==> config.mk <==
export PLATFORM = sky130hd
export DESIGN_NAME = fetch_unit_flat
export DESIGN_NICKNAME = d
export VERILOG_FILES = /design/src/rtl/cpu_pkg.sv /design/src/rtl/fetch_unit_if.sv /design/src/rtl/fetch_fifo.sv /design/src/rtl/fetch_unit_checker.sv /design/src/rtl/fetch_unit.sv /design/src/flat_wrapper.sv
export SDC_FILE = /design/constraint.sdc
export NUM_CORES = 1
export LEC_CHECK = 0
export ABC_CLOCK_PERIOD_IN_PS = 4400
export BUFFER_PORTS_ARGS = -buffer_cell sky130_fd_sc_hd__buf_4
export CORE_MARGIN = 8
export CORE_UTILIZATION = 30
export DETAILED_ROUTE_END_ITERATION = 8
export MAX_ROUTING_LAYER = met4
export PLACE_DENSITY = 0.57
export SLEW_MARGIN = 30
export SYNTH_ARGS = -nofsm -noshare
export SYNTH_HDL_FRONTEND = slang
export SYNTH_HIERARCHICAL = 1
export SYNTH_SLANG_ARGS = --single-unit
==> constraint.sdc <==
create_clock -name clk -period 4.4 [get_ports clk]
set_input_delay 0.66 -clock clk [delete_from_list [all_inputs] [get_ports clk]]
set_output_delay 0.66 -clock clk [all_outputs]
set_load 0.05 [all_outputs]
==> src/rtl/cpu_pkg.sv <==
// Shared CPU front-end definitions: default bus widths, reset PC and the fetch
// state encoding used by the fetch stage.
package cpu_pkg;

  localparam int          CPU_ADDR_W   = 32;
  localparam int          CPU_DATA_W   = 32;
  localparam logic [31:0] CPU_RESET_PC = 32'h0000_0000;

  typedef enum logic {
    RUN   = 1'b0,
    FLUSH = 1'b1
  } fetch_state_e;

endpackage

==> src/rtl/fetch_unit_if.sv <==
// Fetch-stage bus bundle: instruction-memory request/response, branch redirect
// and the decode-side instruction handshake.
interface fetch_unit_if #(
  parameter int ADDR_W = 32,
  parameter int DATA_W = 32
);

  logic              imem_req_valid;
  logic              imem_req_ready;
  logic [ADDR_W-1:0] imem_req_addr;
  logic              imem_rsp_valid;
  logic [DATA_W-1:0] imem_rsp_data;
  logic              redirect_valid;
  logic [ADDR_W-1:0] redirect_pc;
  logic              instr_valid;
  logic              instr_ready;
  logic [DATA_W-1:0] instr;
  logic [ADDR_W-1:0] instr_pc;

  modport master (
    output imem_req_valid, imem_req_addr, instr_valid, instr, instr_pc,
    input  imem_req_ready, imem_rsp_valid, imem_rsp_data,
    input  redirect_valid, redirect_pc, instr_ready
  );

  modport slave (
    input  imem_req_valid, imem_req_addr, instr_valid, instr, instr_pc,
    output imem_req_ready, imem_rsp_valid, imem_rsp_data,
    output redirect_valid, redirect_pc, instr_ready
  );

endinterface

==> src/rtl/fetch_fifo.sv <==
// Small power-of-two instruction FIFO with flush; the head entry is read
// straight out of the storage registers.
module fetch_fifo #(
  parameter  int W     = 64,
  parameter  int DEPTH = 2,
  localparam int PW    = $clog2(DEPTH),
  localparam int CW    = PW + 1
) (
  input  logic          clk,
  input  logic          rst_n,
  input  logic          push,
  input  logic          pop,
  input  logic          flush,
  input  logic [W-1:0]  wdata,
  output logic [W-1:0]  rdata,
  output logic [CW-1:0] count,
  output logic          full,
  output logic          empty
);

  logic [W-1:0]  mem_r [DEPTH];
  logic [PW-1:0] wr_ptr_r;
  logic [PW-1:0] rd_ptr_r;
  logic [CW-1:0] count_r;
  logic          pop_s;

  assign pop_s = pop & ~empty;
  assign rdata = mem_r[rd_ptr_r];
  assign count = count_r;
  assign full  = (count_r == CW'(DEPTH));
  assign empty = (count_r == {CW{1'b0}});

  // Storage, pointers and occupancy; flush wins over push/pop.
  always_ff @(posedge clk or negedge rst_n) begin
    if (!rst_n) begin
      for (int i = 0; i < DEPTH; i++) mem_r[i] <= {W{1'b0}};
      wr_ptr_r <= {PW{1'b0}};
      rd_ptr_r <= {PW{1'b0}};
      count_r  <= {CW{1'b0}};
    end else if (flush) begin
      wr_ptr_r <= {PW{1'b0}};
      rd_ptr_r <= {PW{1'b0}};
      count_r  <= {CW{1'b0}};
    end else begin
      if (push) begin
        mem_r[wr_ptr_r] <= wdata;
        wr_ptr_r        <= wr_ptr_r + PW'(1);
      end
      if (pop_s) rd_ptr_r <= rd_ptr_r + PW'(1);
      case ({push, pop_s})
        2'b10:   count_r <= count_r + CW'(1);
        2'b01:   count_r <= count_r - CW'(1);
        default: count_r <= count_r;
      endcase
    end
  end

endmodule

==> src/rtl/fetch_unit_checker.sv <==
// Invariant checks for the fetch stage: credits keep the FIFO from overflowing
// and the FSM state mirrors the discard counter.
module fetch_unit_checker
  import cpu_pkg::*;
#(
  parameter int CW = 2
) (
  input logic          clk,
  input logic          rst_n,
  input logic          fifo_push,
  input logic          fifo_full,
  input fetch_state_e  state,
  input logic [CW-1:0] discard
);

  push_never_full: assert property (@(posedge clk) disable iff (!rst_n)
    !(fifo_push && fifo_full));

  state_tracks_discard: assert property (@(posedge clk) disable iff (!rst_n)
    ((state == FLUSH) == (discard != {CW{1'b0}})));

endmodule

==> src/rtl/fetch_unit.sv <==
// Instruction fetch stage: word-addressed PC, credit-limited requests to a
// variable-latency memory, response buffering and branch-redirect flushing.
module fetch_unit
  import cpu_pkg::*;
#(
  parameter int                ADDR_W   = CPU_ADDR_W,
  parameter int                DATA_W   = CPU_DATA_W,
  parameter int                DEPTH    = 2,
  parameter logic [ADDR_W-1:0] RESET_PC = ADDR_W'(CPU_RESET_PC)
) (
  input logic          clk,
  input logic          rst_n,
  fetch_unit_if.master bus
);

  localparam int CW = $clog2(DEPTH) + 1;

  logic                     active_r;
  logic [ADDR_W-1:0]        fetch_pc_r;
  logic [ADDR_W-1:0]        rsp_pc_r;
  logic [CW-1:0]            outstanding_r;
  logic [CW-1:0]            discard_r;
  fetch_state_e             state_r;
  logic [CW-1:0]            outstanding_nx_s;
  logic [CW-1:0]            discard_nx_s;
  logic [CW-1:0]            fifo_count_s;
  logic [CW-1:0]            occupancy_s;
  logic                     redirect_s;
  logic                     hs_s;
  logic                     rsp_s;
  logic                     drop_s;
  logic                     push_s;
  logic                     pop_s;
  logic                     fifo_full_s;
  logic                     fifo_empty_s;
  logic [ADDR_W+DATA_W-1:0] fifo_rdata_s;

  assign redirect_s = bus.redirect_valid;
  assign rsp_s      = bus.imem_rsp_valid;
  assign pop_s      = ~fifo_empty_s & bus.instr_ready & ~redirect_s;

  // A slot freed by this cycle's pop is immediately reusable, sustaining one word per cycle.
  assign occupancy_s        = outstanding_r + fifo_count_s - CW'(pop_s);
  assign bus.imem_req_valid = active_r & ~redirect_s & (occupancy_s < CW'(DEPTH));
  assign bus.imem_req_addr  = fetch_pc_r;
  assign hs_s               = bus.imem_req_valid & bus.imem_req_ready;

  assign drop_s = rsp_s & (discard_r != {CW{1'b0}});
  assign push_s = rsp_s & ~drop_s & ~redirect_s;

  assign bus.instr_valid          = ~fifo_empty_s;
  assign {bus.instr_pc, bus.instr} = fifo_rdata_s;

  // Next outstanding and discard counts; a redirect must discard everything still in flight.
  always_comb begin
    outstanding_nx_s = outstanding_r;
    case ({hs_s, rsp_s})
      2'b10:   outstanding_nx_s = outstanding_r + CW'(1);
      2'b01:   outstanding_nx_s = outstanding_r - CW'(1);
      default: outstanding_nx_s = outstanding_r;
    endcase
    discard_nx_s = discard_r;
    if (redirect_s) begin
      discard_nx_s = outstanding_nx_s;
    end else if (drop_s) begin
      discard_nx_s = discard_r - CW'(1);
    end else begin
      discard_nx_s = discard_r;
    end
  end

  // PC, response-PC and credit counters.
  always_ff @(posedge clk or negedge rst_n) begin
    if (!rst_n) begin
      active_r      <= 1'b0;
      fetch_pc_r    <= RESET_PC;
      rsp_pc_r      <= RESET_PC;
      outstanding_r <= {CW{1'b0}};
      discard_r     <= {CW{1'b0}};
    end else begin
      active_r      <= 1'b1;
      outstanding_r <= outstanding_nx_s;
      discard_r     <= discard_nx_s;
      if (redirect_s) begin
        fetch_pc_r <= bus.redirect_pc;
        rsp_pc_r   <= bus.redirect_pc;
      end else begin
        if (hs_s)   fetch_pc_r <= fetch_pc_r + ADDR_W'(1);
        if (push_s) rsp_pc_r   <= rsp_pc_r + ADDR_W'(1);
      end
    end
  end

  // RUN/FLUSH state: FLUSH while stale responses remain to be dropped.
  always_ff @(posedge clk or negedge rst_n) begin
    if (!rst_n) begin
      state_r <= RUN;
    end else begin
      case (state_r)
        RUN:     state_r <= (discard_nx_s != {CW{1'b0}}) ? FLUSH : RUN;
        FLUSH:   state_r <= (discard_nx_s == {CW{1'b0}}) ? RUN : FLUSH;
        default: state_r <= RUN;
      endcase
    end
  end

  fetch_fifo #(
    .W     (ADDR_W + DATA_W),
    .DEPTH (DEPTH)
  ) u_fifo (
    .clk   (clk),
    .rst_n (rst_n),
    .push  (push_s),
    .pop   (pop_s),
    .flush (redirect_s),
    .wdata ({rsp_pc_r, bus.imem_rsp_data}),
    .rdata (fifo_rdata_s),
    .count (fifo_count_s),
    .full  (fifo_full_s),
    .empty (fifo_empty_s)
  );

  fetch_unit_checker #(
    .CW (CW)
  ) u_checker (
    .clk       (clk),
    .rst_n     (rst_n),
    .fifo_push (push_s),
    .fifo_full (fifo_full_s),
    .state     (state_r),
    .discard   (discard_r)
  );

endmodule
==> src/flat_wrapper.sv <==
// flat-port wrapper written by rule: the top's interface ports become plain ports
module fetch_unit_flat import cpu_pkg::*;
#(
  parameter int                ADDR_W   = CPU_ADDR_W,
  parameter int                DATA_W   = CPU_DATA_W,
  parameter int                DEPTH    = 2,
  parameter logic [ADDR_W-1:0] RESET_PC = ADDR_W'(CPU_RESET_PC)
)
  (clk, rst_n, bus_imem_req_valid, bus_imem_req_addr, bus_instr_valid, bus_instr, bus_instr_pc, bus_imem_req_ready, bus_imem_rsp_valid, bus_imem_rsp_data, bus_redirect_valid, bus_redirect_pc, bus_instr_ready);
  fetch_unit_if #(.ADDR_W(ADDR_W), .DATA_W(DATA_W)) bus_i ();
  input logic clk;
  input logic rst_n;
  output wire logic [$bits(bus_i.imem_req_valid)-1:0] bus_imem_req_valid;
  output wire logic [$bits(bus_i.imem_req_addr)-1:0] bus_imem_req_addr;
  output wire logic [$bits(bus_i.instr_valid)-1:0] bus_instr_valid;
  output wire logic [$bits(bus_i.instr)-1:0] bus_instr;
  output wire logic [$bits(bus_i.instr_pc)-1:0] bus_instr_pc;
  input wire logic [$bits(bus_i.imem_req_ready)-1:0] bus_imem_req_ready;
  input wire logic [$bits(bus_i.imem_rsp_valid)-1:0] bus_imem_rsp_valid;
  input wire logic [$bits(bus_i.imem_rsp_data)-1:0] bus_imem_rsp_data;
  input wire logic [$bits(bus_i.redirect_valid)-1:0] bus_redirect_valid;
  input wire logic [$bits(bus_i.redirect_pc)-1:0] bus_redirect_pc;
  input wire logic [$bits(bus_i.instr_ready)-1:0] bus_instr_ready;
  assign bus_imem_req_valid = bus_i.imem_req_valid;
  assign bus_imem_req_addr = bus_i.imem_req_addr;
  assign bus_instr_valid = bus_i.instr_valid;
  assign bus_instr = bus_i.instr;
  assign bus_instr_pc = bus_i.instr_pc;
  assign bus_i.imem_req_ready = bus_imem_req_ready;
  assign bus_i.imem_rsp_valid = bus_imem_rsp_valid;
  assign bus_i.imem_rsp_data = bus_imem_rsp_data;
  assign bus_i.redirect_valid = bus_redirect_valid;
  assign bus_i.redirect_pc = bus_redirect_pc;
  assign bus_i.instr_ready = bus_instr_ready;
  fetch_unit #(.ADDR_W(ADDR_W), .DATA_W(DATA_W), .DEPTH(DEPTH), .RESET_PC(RESET_PC)) u_core (.clk(clk), .rst_n(rst_n), .bus(bus_i));
endmodule
# Word-level counts from Yosys, hierarchy flattened
# Cells that the tools add are included.
[classes]
add_sub_neg = 11
magnitude_cmp = 4
eq_ne = 4
n_mux = 19
bitwise = 14
reduce_logical = 9
[ops]
columns = ["operator", "count"]
rows = [
  ["$mux 64", 4],
  ["$bwmux 128", 1],
  ["$mux 32", 4],
  ["$add 32x1->32 const B", 2],
  ["$demux 64 s1", 1],
  ["$reduce_bool 2->1", 5],
  ["$and 1x1->1", 9],
  ["$pmux 2 s2", 2],
  ["$mux 2", 3],
  ["$sub 2x1->2 const B", 3],
  ["$add 2x1->2 const B", 2],
  ["$eq 2x1->1 const B", 2],
  ["$eq 2x2->1 const B", 2],
  ["$ge 2x2->1 const B", 2],
  ["$mux 1", 4],
  ["$not 1->2", 2],
  ["$not 1->1", 3],
  ["$reduce_bool 3->1", 1],
  ["$add 1x1->1 const B", 2],
  ["$add 2x2->2", 1],
  ["$logic_not 2->1", 1],
  ["$lt 2x1->1 const B", 1],
  ["$lt 2x2->1 const B", 1],
  ["$reduce_and 2->1", 1],
  ["other kinds (2)", 2],
]
[word_totals]
reg_bits = 201
in_bits = 70
output_inout_bits = 98
wordCells = 71

# Longest topological paths before layout
# Gate-level depths: netlist of the first run.
[logic_depth]
depth_word = 11
mapped_depth = 16
mapped_depth_nobuf = 14

# By module
# Netlist of the first run, hierarchy kept.
[modules_own_cells]
columns = ["mod", "n_inst", "cells_per_inst", "area_each_um2", "seq_area_each_um2"]
rows = [
  ["fetch_fifo", 1, 363, 6062.1, 3303.2],
  ["fetch_unit", 1, 409, 3965.1, 1726.7],
]

# Least setup slack after synthesis of the first run
# Ideal clock, no wire load.
[synth_timing]
path_type = "input -> register"
from = "input port bus_redirect_valid"
to = "register u_core.discard_r[1]"
setup_time_ns = 0.083
arrival_time_ns = 3.737
required_ns = 4.317
slack_ns = 0.581
cell_stages = 15
n_path_buf = 3
cell_sequence = "clkbuf_1 > inv_1 > clkbuf_1 > clkbuf_1 > and3_1 > ha_1 > and2b_1 > xor3_2 > and3_1 > inv_1 > ha_1 > nor2_1 > xor2_1 > nand2_1 > o21ai_0"
[synth_via]
elab_chain_cells = 9
word_cells_on_any_way = 12
cone_classes = "add/sub: 1; order compare: 1; eq/ne: 2; mux: 2; bitwise: 5; reduce/logical: 1"
[synth_lines]
columns = ["element", "line", "text"]
rows = [
  ["from (decl)", "flat_wrapper.sv:21", "input wire logic [$bits(bus_i.redirect_valid)-1:0] bus_redirect_valid;"],
  ["$not 1->1 (no source line) *", "-", ""],
  ["$and 1x1->1 *", "fetch_unit.sv:40", "assign pop_s = ~fifo_empty_s & bus.instr_ready & ~redirect_s;"],
  ["via u_core.pop_s", "fetch_unit.sv:33", "logic pop_s;"],
  ["$sub 2x1->2 *", "fetch_unit.sv:43", "assign occupancy_s = outstanding_r + fifo_count_s - CW'(pop_s);"],
  ["$lt 2x2->1 *", "fetch_unit.sv:44", "assign bus.imem_req_valid = active_r & ~redirect_s & (occupancy_s < CW'(DEPTH));"],
  ["$and 1x1->1 *", "fetch_unit.sv:44", ""],
  ["$and 1x1->1 *", "fetch_unit.sv:46", "assign hs_s = bus.imem_req_valid & bus.imem_req_ready;"],
  ["$eq 2x1->1 or $eq 2x2->1 (tied branches)", "fetch_unit.sv:57", "case ({hs_s, rsp_s})"],
  ["$pmux 2 s2 *", "fetch_unit.sv:57", ""],
  ["via u_core.outstanding_nx_s[1]", "fetch_unit.sv:24", "logic [CW-1:0] outstanding_nx_s;"],
  ["$mux 2 *", "fetch_unit.sv:63", "if (redirect_s) begin"],
  ["to (signal assigned)", "fetch_unit.sv:79", "discard_r <= {CW{1'b0}};"],
  ["to (signal assigned)", "fetch_unit.sv:83", "discard_r <= discard_nx_s;"],
  ["to (decl)", "fetch_unit.sv:22", "logic [CW-1:0] discard_r;"],
]
# Mark *: on every way through the listed nets, which the timed path passes. The rest lies on a longest branch.
# A chain may end at the register's enable or synchronous reset.

# Worst setup path in the final report of the first run
[layout_timing]
from = "register u_core.u_fifo.count_r[1] (netlist: u_core/u_fifo/count[1])"
to = "output port bus_imem_req_valid"
[layout_via]
elab_chain_cells = 7
word_cells_on_any_way = 8
cone_classes = "add/sub: 2; order compare: 1; bitwise: 4; reduce/logical: 1"
[layout_lines]
columns = ["element", "line", "text"]
rows = [
  ["from (decl)", "fetch_fifo.sv:24", "logic [CW-1:0] count_r;"],
  ["from (signal assigned)", "fetch_fifo.sv:39", "count_r <= {CW{1'b0}};"],
  ["from (signal assigned)", "fetch_fifo.sv:43", "count_r <= {CW{1'b0}};"],
  ["from (signal assigned)", "fetch_fifo.sv:51", "2'b10: count_r <= count_r + CW'(1);"],
  ["$logic_not 2->1", "fetch_fifo.sv:31", "assign empty = (count_r == {CW{1'b0}});"],
  ["via u_core.fifo_empty_s", "fetch_unit.sv:35", "logic fifo_empty_s;"],
  ["$not 1->1", "fetch_unit.sv:40", ""],
  ["$and 1x1->1 (2 in a row)", "fetch_unit.sv:40", ""],
  ["via u_core.pop_s", "fetch_unit.sv:33", ""],
  ["$sub 2x1->2", "fetch_unit.sv:43", ""],
  ["$lt 2x2->1", "fetch_unit.sv:44", ""],
  ["$and 1x1->1", "fetch_unit.sv:44", ""],
  ["to (decl)", "flat_wrapper.sv:13", "output wire logic [$bits(bus_i.imem_req_valid)-1:0] bus_imem_req_valid;"],
]
# The timed path passes the listed nets, and every way through them passes these cells.

==> metrics.txt, run 1 <==
Crit Path Category reg2out; Max Freq between 200 and 300 MHz; DR pass1 iterations 7; Yosys warning total 6; die area approximately 40000 um^2; I/O Pins 168; switch share 0.3793; fin. max-slew vios 0; Slew headroom 0.5285; Logic pwr share 0.397; min Tclk post-route 3462 ps; layout cell share with drive strength beyond 1 0.4692; critical path's most frequent cell and3_1; status complete, no violations; root buf cell clkbuf_16; Synth area leader dfrtp_1; flops & latches, synth around 200; predominant post-synthesis flop cell dfrtp_1; Startpoint Class register; GPL Wtd Cong 0.8094; min-delay worst type in2async; Worst-path clk slew 60 ps; FILL cells 3242; fin nets 1017; crit path DAT 2800 ps; Post-synth EDFFs 0; fin crit share 0.7868; DR WL/cell 18.81 um; gr ovfl total 0; CP required 3740 ps; CORE AREA 33200 um^2; cts bufs inserted 25; Int Pwr 0.004939 W; NetSw 0.003019 W; P_leak 5.658 nW; Worst path max stage delay roughly 510 ps; H-tree depth reported by CTS 1; Sink Count 201; hpwl dp 18510 um; # DRC 0; Syn Area/Cell approximately 13 um^2; largest net degree at the start of global routing 111; Die H 198.8 um; DRT antenna net count 0; Hold Buf Count CTS 0; Starting DRT DRC Count 276; clk buf depth 3; Synth top area share 0.5016; cells after synthesis 772; top post-synthesis cells by area dfrtp_1 50%, mux2_2 18%, mux2_4 9.0%; # setup viols final 0; Slowest-stage cell, CP xor3_2; row cnt 67; CTS tree done; Crit. End Element output port; Seq/Total Area, Yosys 0.5016; Post-Synthesis Net Count roughly 850; post_cts resized 0; RSZ-0062 raised after global routing no; pwr/cell area 634.9 nW/um^2; Max-cap violations 0; Ant. Diodes 0; Skew-Pair Late Insertion Delay 520 ps; Seq pwr share 0.347; first-pass GRT wire length 41820 um; Clock power frac 0.255; synthesized area 10030 um^2; crit path max fanout 10; Peak VDD IR 0.0003297 V; Chip Width 198.8 um; Clock Skew 10.26 ps; Slew @ Worst Pin 707.3 ps; GR Util All Layers 0.1366; critical-path cell list nor2_1 -> inv_1 -> and3_1 -> ha_1 -> and2b_1 -> xor3_2 -> and3_1 -> buf_4; overall power 0.007958 W; setup TNS 0 ps; via/cell ratio 4.794; FFs w/ async S/R, synth 1.000; initial antenna violation count 0; vias in the first global route 7087; area growth from synthesis to layout 25.02%; Hold Vio Cnt, Final 0; via count between 6000 and 7000; Routed WL approximately 26000 um; post-synthesis cell type count 53; Starting Density 0.3021; # port buffers 167; Post-CTS Setup Bufs 0
flip-flops by register name (all words and copies together), names as in the netlist:
signal                    cells
u_core/u_fifo/wr_ptr_r        1
u_core/u_fifo/count           2
u_core/u_fifo/mem_r         128
u_core/rsp_pc_r              32
u_core/bus.imem_req_addr     32
u_core/outstanding_r          2
u_core/u_fifo/rd_ptr_r        1
u_core/discard_r              2
u_core/active_r               1
path summary, 6_finish.rpt:
check                                              start                        to  slack (ps)  cells past startpoint
worst min-delay path                               rst_n    u_core/u_fifo/mem_r[8]          20                      1
worst max register to register    u_core/u_fifo/count[1]       u_core/discard_r[1]        1230                     13
max in group asynchronous                          rst_n   u_core/u_fifo/mem_r[95]        3500                      2
worst min register to register  u_core/u_fifo/mem_r[110]  u_core/u_fifo/mem_r[110]         500                      1
min in group clk                      bus_redirect_pc[4]        u_core/rsp_pc_r[4]         370                      2
worst max-delay path              u_core/u_fifo/count[1]        bus_imem_req_valid         940                      8
power groups by stage:
stage | clock (W) | combinational [W] | sequential, W
2_1_floorplan | 0 | 0.00224 | 0.00280
3_3_place_gp | 0 | 0.00317 | 0.00277
3_5_place_dp | 0 | 0.00320 | 0.00279
4_1_cts | 0.00211 | 0.00321 | 0.00277
5_1_grt | 0.00219 | 0.00335 | 0.00285
6_report | 0.00203 | 0.00316 | 0.00276
through the flow:
stage	hold WS, ps	cells	utilization	setup slack, ps	instance area, um^2
CTS	267.6	1404	0.3766	907.8	12500
detailed placement	487.1	1362	0.3522	752.7	11690
finish	16.84	1405	0.3776	938.3	12540
floorplan	364.4	772	-	580.8	10030
global placement	480.5	1361	0.3512	771.6	11660
global route	31.59	1405	0.3776	809.2	12540
worst max-delay path: cells and delay by family (launching register included):
kind	cells	cell delay, ps
adder cells (fa/ha/maj)	1	290
buffers and inverters	2	250
AND/OR/NAND/NOR	4	780
flip-flops	1	450
XOR/XNOR	1	510
Yosys cell counts (2+ instances only):
master,n
and3_1,7
mux2_4,60
or2_2,3
ha_1,5
dfrtp_1,201
o21ai_0,19
nor4_1,11
o311ai_0,7
buf_12,6
inv_1,18
nand2_1,39
nor3_1,11
nand4_1,17
and4_1,5
xnor2_1,32
clkbuf_1,12
or4_1,10
mux2_2,159
nand3_1,29
nor2_1,27
buf_6,7
buf_2,8
a21oi_1,9
xor2_1,18
a31oi_1,6
or3_1,4
o31ai_1,7
nor2b_1,2
o211ai_1,2
and2_1,2
mux2i_1,4
nand2b_1,4
per-layer routing:
metal | up-vias | global-route usage | wire length, um
met5 | - | - | 0
met4 | 0 | 0.03074 | 403
met3 | 36 | 0.02182 | 1237
met2 | 172 | 0.2084 | 11990
met1 | 3394 | 0.1887 | 12800
li1 | 3133 | - | -
placed cells by master (no fill, tap or decap), drive strengths merged, types with 12 or more instances in the layout:
cell type,Yosys,routed
xnor2,32,32
nand4,18,18
xor2,18,18
o21ai,19,19
clkbuf,12,32
dfrtp,201,201
nor3,12,12
nand3,29,29
mux2,219,219
buf,21,176
inv,18,20
nand2,39,39
nor2,28,28
cells by family after synthesis:
| logic type | count (synthesis) | synth area share |
|---|---|---|
| fa+ha+maj | 5 | 0.006239 |
| simple gates | 180 | 0.09745 |
| flops | 201 | 0.5016 |
| mux | 223 | 0.2724 |
| xor+xnor | 52 | 0.04841 |
| buf+inv | 51 | 0.03506 |
| compound gates | 59 | 0.03843 |
| other cells | 1 | 0.0003740 |
layout make-up:
| class | instances | area [um^2] | area share |
|---|---|---|---|
| Clock buffer | 32 | 701.9 | 0.05599 |
| Clock inverter | 10 | 107.6 | 0.008584 |
| Inverter | 18 | 67.56 | 0.005390 |
| Multi-Input combinational cell | 520 | 4658 | 0.3716 |
| Sequential cell | 201 | 5034 | 0.4015 |
| Tap cell | 448 | 560.5 | 0.04471 |
| Timing Repair Buffer | 176 | 1406 | 0.1122 |
No activity file was read; power rests on OpenSTA's default activity.
==> inputs of run 2 (changes only) <==
- ABC_CLOCK_PERIOD_IN_PS: 4400 -> 3600
- clock period: 4.4 -> 3.6 ns (I/O delays scaled with it)
==> metrics.txt, run 2 (synthesis results as in run 1) <==
Most flops, register u_core/u_fifo/mem_r (unchanged); Routed WL 26780 um (was 26440 um); crit path max fanout 9 (was 10); Starting DRT DRC Count 283 (was 276); via count 6717 (was 6735); hpwl dp 18800 um (was 18510 um); root buf cell clkbuf_16 (unchanged); Crit Path Category reg2out (unchanged); fin util 0.3807 (was 0.3776); clk buf depth 3 (unchanged); Worst-path clk slew 60 ps (about the same); Starting Density 0.3021 (unchanged); DRT antenna net count 0 (unchanged); # port buffers 167 (unchanged); Crit. End Element output port (unchanged); min-delay worst type in2async (unchanged); first-pass GRT wire length 42200 um (was 41820 um); min Tclk post-route 3421 ps; vias in the first global route 7185 (was 7087); gr ovfl total 0 (unchanged); Max Freq 292.4 MHz; row cnt 67 (unchanged); Sink Count 201 (unchanged); status complete, no violations (unchanged); via/cell ratio 4.754 (was 4.794); Die H 198.8 um (unchanged); # DRC 0 (unchanged); DR pass1 iterations 4 (was 7); cts bufs inserted 25 (unchanged); final cell count without fillers 1413 (was 1405); area growth from synthesis to layout 26.03% (was 25.02%); Peak VDD IR 0.0003756 V (was 0.0003297 V); I/O Pins 168 (unchanged); multi-input logic area 4646 um^2 (was 4658 um^2); CORE AREA 33200 um^2 (unchanged); Place WS 455.0 ps (was 752.7 ps); overall power 0.009916 W (was 0.007958 W); fin crit share 0.9501; FF/Latch Area 5031 um^2 (was 5034 um^2); most frequent cells in the layout 200 x dfrtp_1, 174 x buf_4, 159 x mux2_2, 60 x mux2_4, 39 x nand2_1 (was 200 x dfrtp_1, 170 x buf_4, 159 x mux2_2, 60 x mux2_4, 39 x nand2_1); Skew-Pair Late Insertion Delay 530 ps (was 520 ps); CTS tree done (unchanged); max reg flops 128 (unchanged); RSZ-0062 raised after global routing no (unchanged); H-tree depth reported by CTS 1 (unchanged); post_cts resized 0 (unchanged); commonest non-fill, non-tap cell in the layout dfrtp_1 (unchanged); FILL cells 3303 (was 3242); pwr/cell area 784.7 nW/um^2 (was 634.9 nW/um^2); Slew headroom 0.4130 (was 0.5285); R2R setup slack 500 ps (was 1230 ps); Slew @ Worst Pin 880.5 ps (was 707.3 ps); layout cell share with drive strength beyond 1 0.4674 (was 0.4692); Chip Width 198.8 um (unchanged); Clock Skew 18.72 ps (was 10.26 ps); Hold Vio Cnt, Final 0 (unchanged); crit path DAT 2880 ps (was 2800 ps); setup TNS 0 ps (unchanged); GPL Wtd Cong 0.8070 (was 0.8094); die area 39530 um^2 (unchanged); P_leak 5.711 nW (was 5.658 nW); # setup viols final 0 (unchanged); placed instance count 1369 (was 1362); Hold Buf Count CTS 0 (unchanged); largest net degree at the start of global routing 95 (was 111); setup slack after layout 179.5 ps (was 938.3 ps); Max-cap violations 0 (unchanged); CP required 3060 ps (was 3740 ps); Post-CTS Setup Bufs 0 (unchanged); initial antenna violation count 0 (unchanged); GR Util All Layers 0.1386 (was 0.1366); fin. max-slew vios 0 (unchanged); fin nets 1023 (was 1017); Ant. Diodes 0 (unchanged); Startpoint Class register (unchanged); DR WL/cell 18.95 um (was 18.81 um)
==> run 2: path summary, 6_finish.rpt <==
kind | start | cells past startpoint | to
min in group clk | bus_redirect_pc[4] | 2 | u_core/rsp_pc_r[4]
max in group asynchronous | rst_n | 2 | u_core/bus.imem_req_addr[17]
worst min register to register | u_core/u_fifo/mem_r[71] | 1 | u_core/u_fifo/mem_r[71]
worst max-delay path | u_core/u_fifo/count[1] | 9 | bus_imem_req_valid
worst max register to register | u_core/u_fifo/count[1] | 13 | u_core/discard_r[1]
worst min-delay path | rst_n | 1 | u_core/u_fifo/mem_r[68]
==> run 2: worst max-delay path: stages (launching register included) <==
cell and delay [ps]:
dfrtp_1 450, nor2_1 110, inv_1 60, and3_1 230, ha_1 290, and2b_1 210, xor3_2 430, buf_4 200
and3_1 190, buf_4 190
==> run 2: area by class of cell <==
type,instances,area share
Clock inverter,8,0.01228
Timing Repair Buffer,182,0.1155
Inverter,18,0.005347
Clock buffer,36,0.05673
Tap cell,448,0.04436
Multi-Input combinational cell,520,0.3676
Sequential cell,201,0.3981
==> run 2: metrics by stage <==
stage	hold WS, ps	area (um^2)
after global placement	481.6	11770
final	48.52	12640
after global routing	142.0	12640
after CTS	104.9	12640
after floorplan	244.4	10030
after detailed placement	488.7	11770
==> run 2: power by group <==
group	total, W	internal, W	switching, W
Clock	0.00265	0.00167	0.000984
Combinational	0.00388	0.00159	0.00229
Sequential	0.00338	0.00295	0.000436
==> run 2: routing by layer <==
metal | vias up | part of all wire | global-route usage
met2 | 161 | 0.46 | 0.2133
met3 | 30 | 0.050 | 0.02335
li1 | 3156 | - | -
met1 | 3370 | 0.47 | 0.1889
met5 | - | 0 | -
met4 | 0 | 0.021 | 0.03239
==> inputs of run 3 (changes only) <==
- CORE_ASPECT_RATIO: unset -> 0.9
- CORE_UTILIZATION: 30 -> 35
- PLACE_DENSITY: 0.57 -> 0.63
==> metrics.txt, run 3 (synthesis results as in run 1) <==
Crit Path Category reg2out (unchanged); Slew headroom 0.4568 (was 0.4130); fin nets 1020 (was 1023); cts bufs inserted 24 (was 25); Skew-Pair Late Insertion Delay 510 ps (was 530 ps); most frequent cells in the layout 200 x dfrtp_1, 174 x buf_4, 159 x mux2_2, 60 x mux2_4, 39 x nand2_1 (unchanged); Starting Density 0.3570 (was 0.3021); RSZ-0062 raised after global routing no (unchanged); Die H 176.6 um (was 198.8 um); Post-CTS Setup Bufs 0 (unchanged); clk buf depth 3 (unchanged); via count 6690 (was 6717); commonest non-fill, non-tap cell in the layout dfrtp_1 (unchanged); DR WL/cell 19.36 um (was 18.95 um); # DRC 0 (unchanged); FILL cells 2603 (was 3303); Slew @ Worst Pin 814.9 ps (was 880.5 ps); setup TNS 0 ps (unchanged); layout cell share with drive strength beyond 1 0.4656 (was 0.4674); Most flops, register u_core/u_fifo/mem_r (unchanged); min Tclk post-route 3343 ps (was 3421 ps); P_leak 5.652 nW (was 5.711 nW); fin. max-slew vios 0 (unchanged); CORE AREA 28080 um^2 (was 33200 um^2); Clock Skew 15.61 ps (was 18.72 ps); post_cts resized 0 (unchanged); overall power 0.009623 W (was 0.009916 W); crit path max fanout 10 (was 9); critical path's most frequent cell and3_1; Hold Buf Count CTS 0 (unchanged); fin crit share 0.9287 (was 0.9501); Max-cap violations 0 (unchanged); CP required 3060 ps (about the same); first-pass GRT wire length 40760 um (was 42200 um); # port buffers 167 (unchanged); Ant. Diodes 0 (unchanged); DR pass1 iterations 5 (was 4); Max Freq 299.1 MHz (was 292.4 MHz); die area 34330 um^2 (was 39530 um^2); CTS tree done (unchanged); crit path DAT 2800 ps (was 2880 ps); Routed WL 25560 um (was 26780 um); Chip Width 194.4 um (was 198.8 um); area growth from synthesis to layout 23.61% (was 26.03%); largest net degree at the start of global routing 93 (was 95); Hold Vio Cnt, Final 0 (unchanged); initial antenna violation count 0 (unchanged); critical-path cell list nor2_1 -> inv_1 -> and3_1 -> ha_1 -> and2b_1 -> xor3_2 -> and3_1 -> buf_4 (was nor2_1 -> inv_1 -> and3_1 -> ha_1 -> and2b_1 -> xor3_2 -> buf_4 -> and3_1 -> buf_4); I/O Pins 168 (unchanged); status complete, no violations (unchanged); Bufs and invs on worst path 2 (was 3); # setup viols final 0 (unchanged); vias in the first global route 7049 (was 7185); via/cell ratio 5.068 (was 4.754); hpwl dp 17990 um (was 18800 um); Peak VDD IR 0.0004428 V (was 0.0003756 V); min-delay worst type in2async (unchanged); H-tree depth reported by CTS 1 (unchanged); Slowest-stage cell, CP xor3_2 (was dfrtp_1); Worst path max stage delay 500 ps (was 450 ps); max reg flops 128 (unchanged); GR Util All Layers 0.1513 (was 0.1386); DRT antenna net count 0 (unchanged); R2R setup slack 350 ps (was 500 ps); GPL Wtd Cong 0.8376 (was 0.8070); Startpoint Class register (unchanged); Sink Count 201 (unchanged); Starting DRT DRC Count 316 (was 283); Worst-path clk slew 60 ps (about the same); root buf cell clkbuf_16 (unchanged); Crit path max-delay family simple AND/OR/NAND/NOR gates (unchanged); Crit. End Element output port (unchanged); pwr/cell area 776.4 nW/um^2 (was 784.7 nW/um^2); row cnt 58 (was 67); gr ovfl total 0 (unchanged)
## run 3: layout make-up
cell class	count	area, um^2	area share
sequential	201	5031	0.4059
multi-input combinational	520	4646	0.3748
timing repair buffer	180	1420	0.1146
clock buffer	33	685.7	0.05532
tap	360	450.4	0.03634
clock inverter	8	93.84	0.007571
inverter	18	67.56	0.005451
## run 3: stage by stage
| stage | area [um^2] | hold WS (ps) | worst slack (ps) | util | instances |
|---|---|---|---|---|---|
| 2_1_floorplan | 10030 | 244.4 | 27.80 | - | 772 |
| 3_3_place_gp | 11610 | 481.2 | 386.4 | 0.4136 | 1279 |
| 4_1_cts | 12390 | 139.5 | 201.4 | 0.4413 | 1320 |
| 3_5_place_dp | 11610 | 486.6 | 281.1 | 0.4136 | 1279 |
| 5_1_grt | 12390 | 188.4 | 100.8 | 0.4413 | 1320 |
| 6_report | 12390 | 129.4 | 256.7 | 0.4413 | 1320 |
## run 3: power by group
| part | internal (W) | switching [W] |
|---|---|---|
| combinational | 0.00158 | 0.00227 |
| sequential | 0.00295 | 0.000431 |
| clock | 0.00147 | 0.000927 |
| total | 0.00599 | 0.00363 |
## run 3: final timing paths
| kind | from | endpoint | depth (start not counted) |
|---|---|---|---|
| max in group asynchronous | rst_n | u_core/u_fifo/mem_r[22] | 2 |
| min in group clk | bus_redirect_pc[4] | u_core/rsp_pc_r[4] | 2 |
| max reg2reg | u_core/u_fifo/count[0] | u_core/discard_r[1] | 13 |
| min reg2reg | u_core/u_fifo/mem_r[103] | u_core/u_fifo/mem_r[103] | 1 |
| min | rst_n | u_core/u_fifo/mem_r[111] | 1 |
| max | u_core/u_fifo/count[0] | bus_imem_req_valid | 8 |
## run 3: routing by layer
layer	up-vias	routed length (um)	GRT usage
met5	-	0	-
met4	0	444	0.03307
met3	30	1149	0.02912
met2	179	11180	0.2253
met1	3327	12790	0.2117
li1	3154	-	-
## run 3: worst register-to-register path, delay by kind of cell, from the launching register on
| kind | cells | cell delay (ps) |
|---|---|---|
| and+or+nand+nor | 6 | 1040 |
| xor gates and xnor gates | 2 | 690 |
| adders and majority gates | 2 | 610 |
| DFF | 1 | 440 |
| buffers and inverters | 2 | 290 |
| AOI/OAI and AO/OA | 1 | 90 |
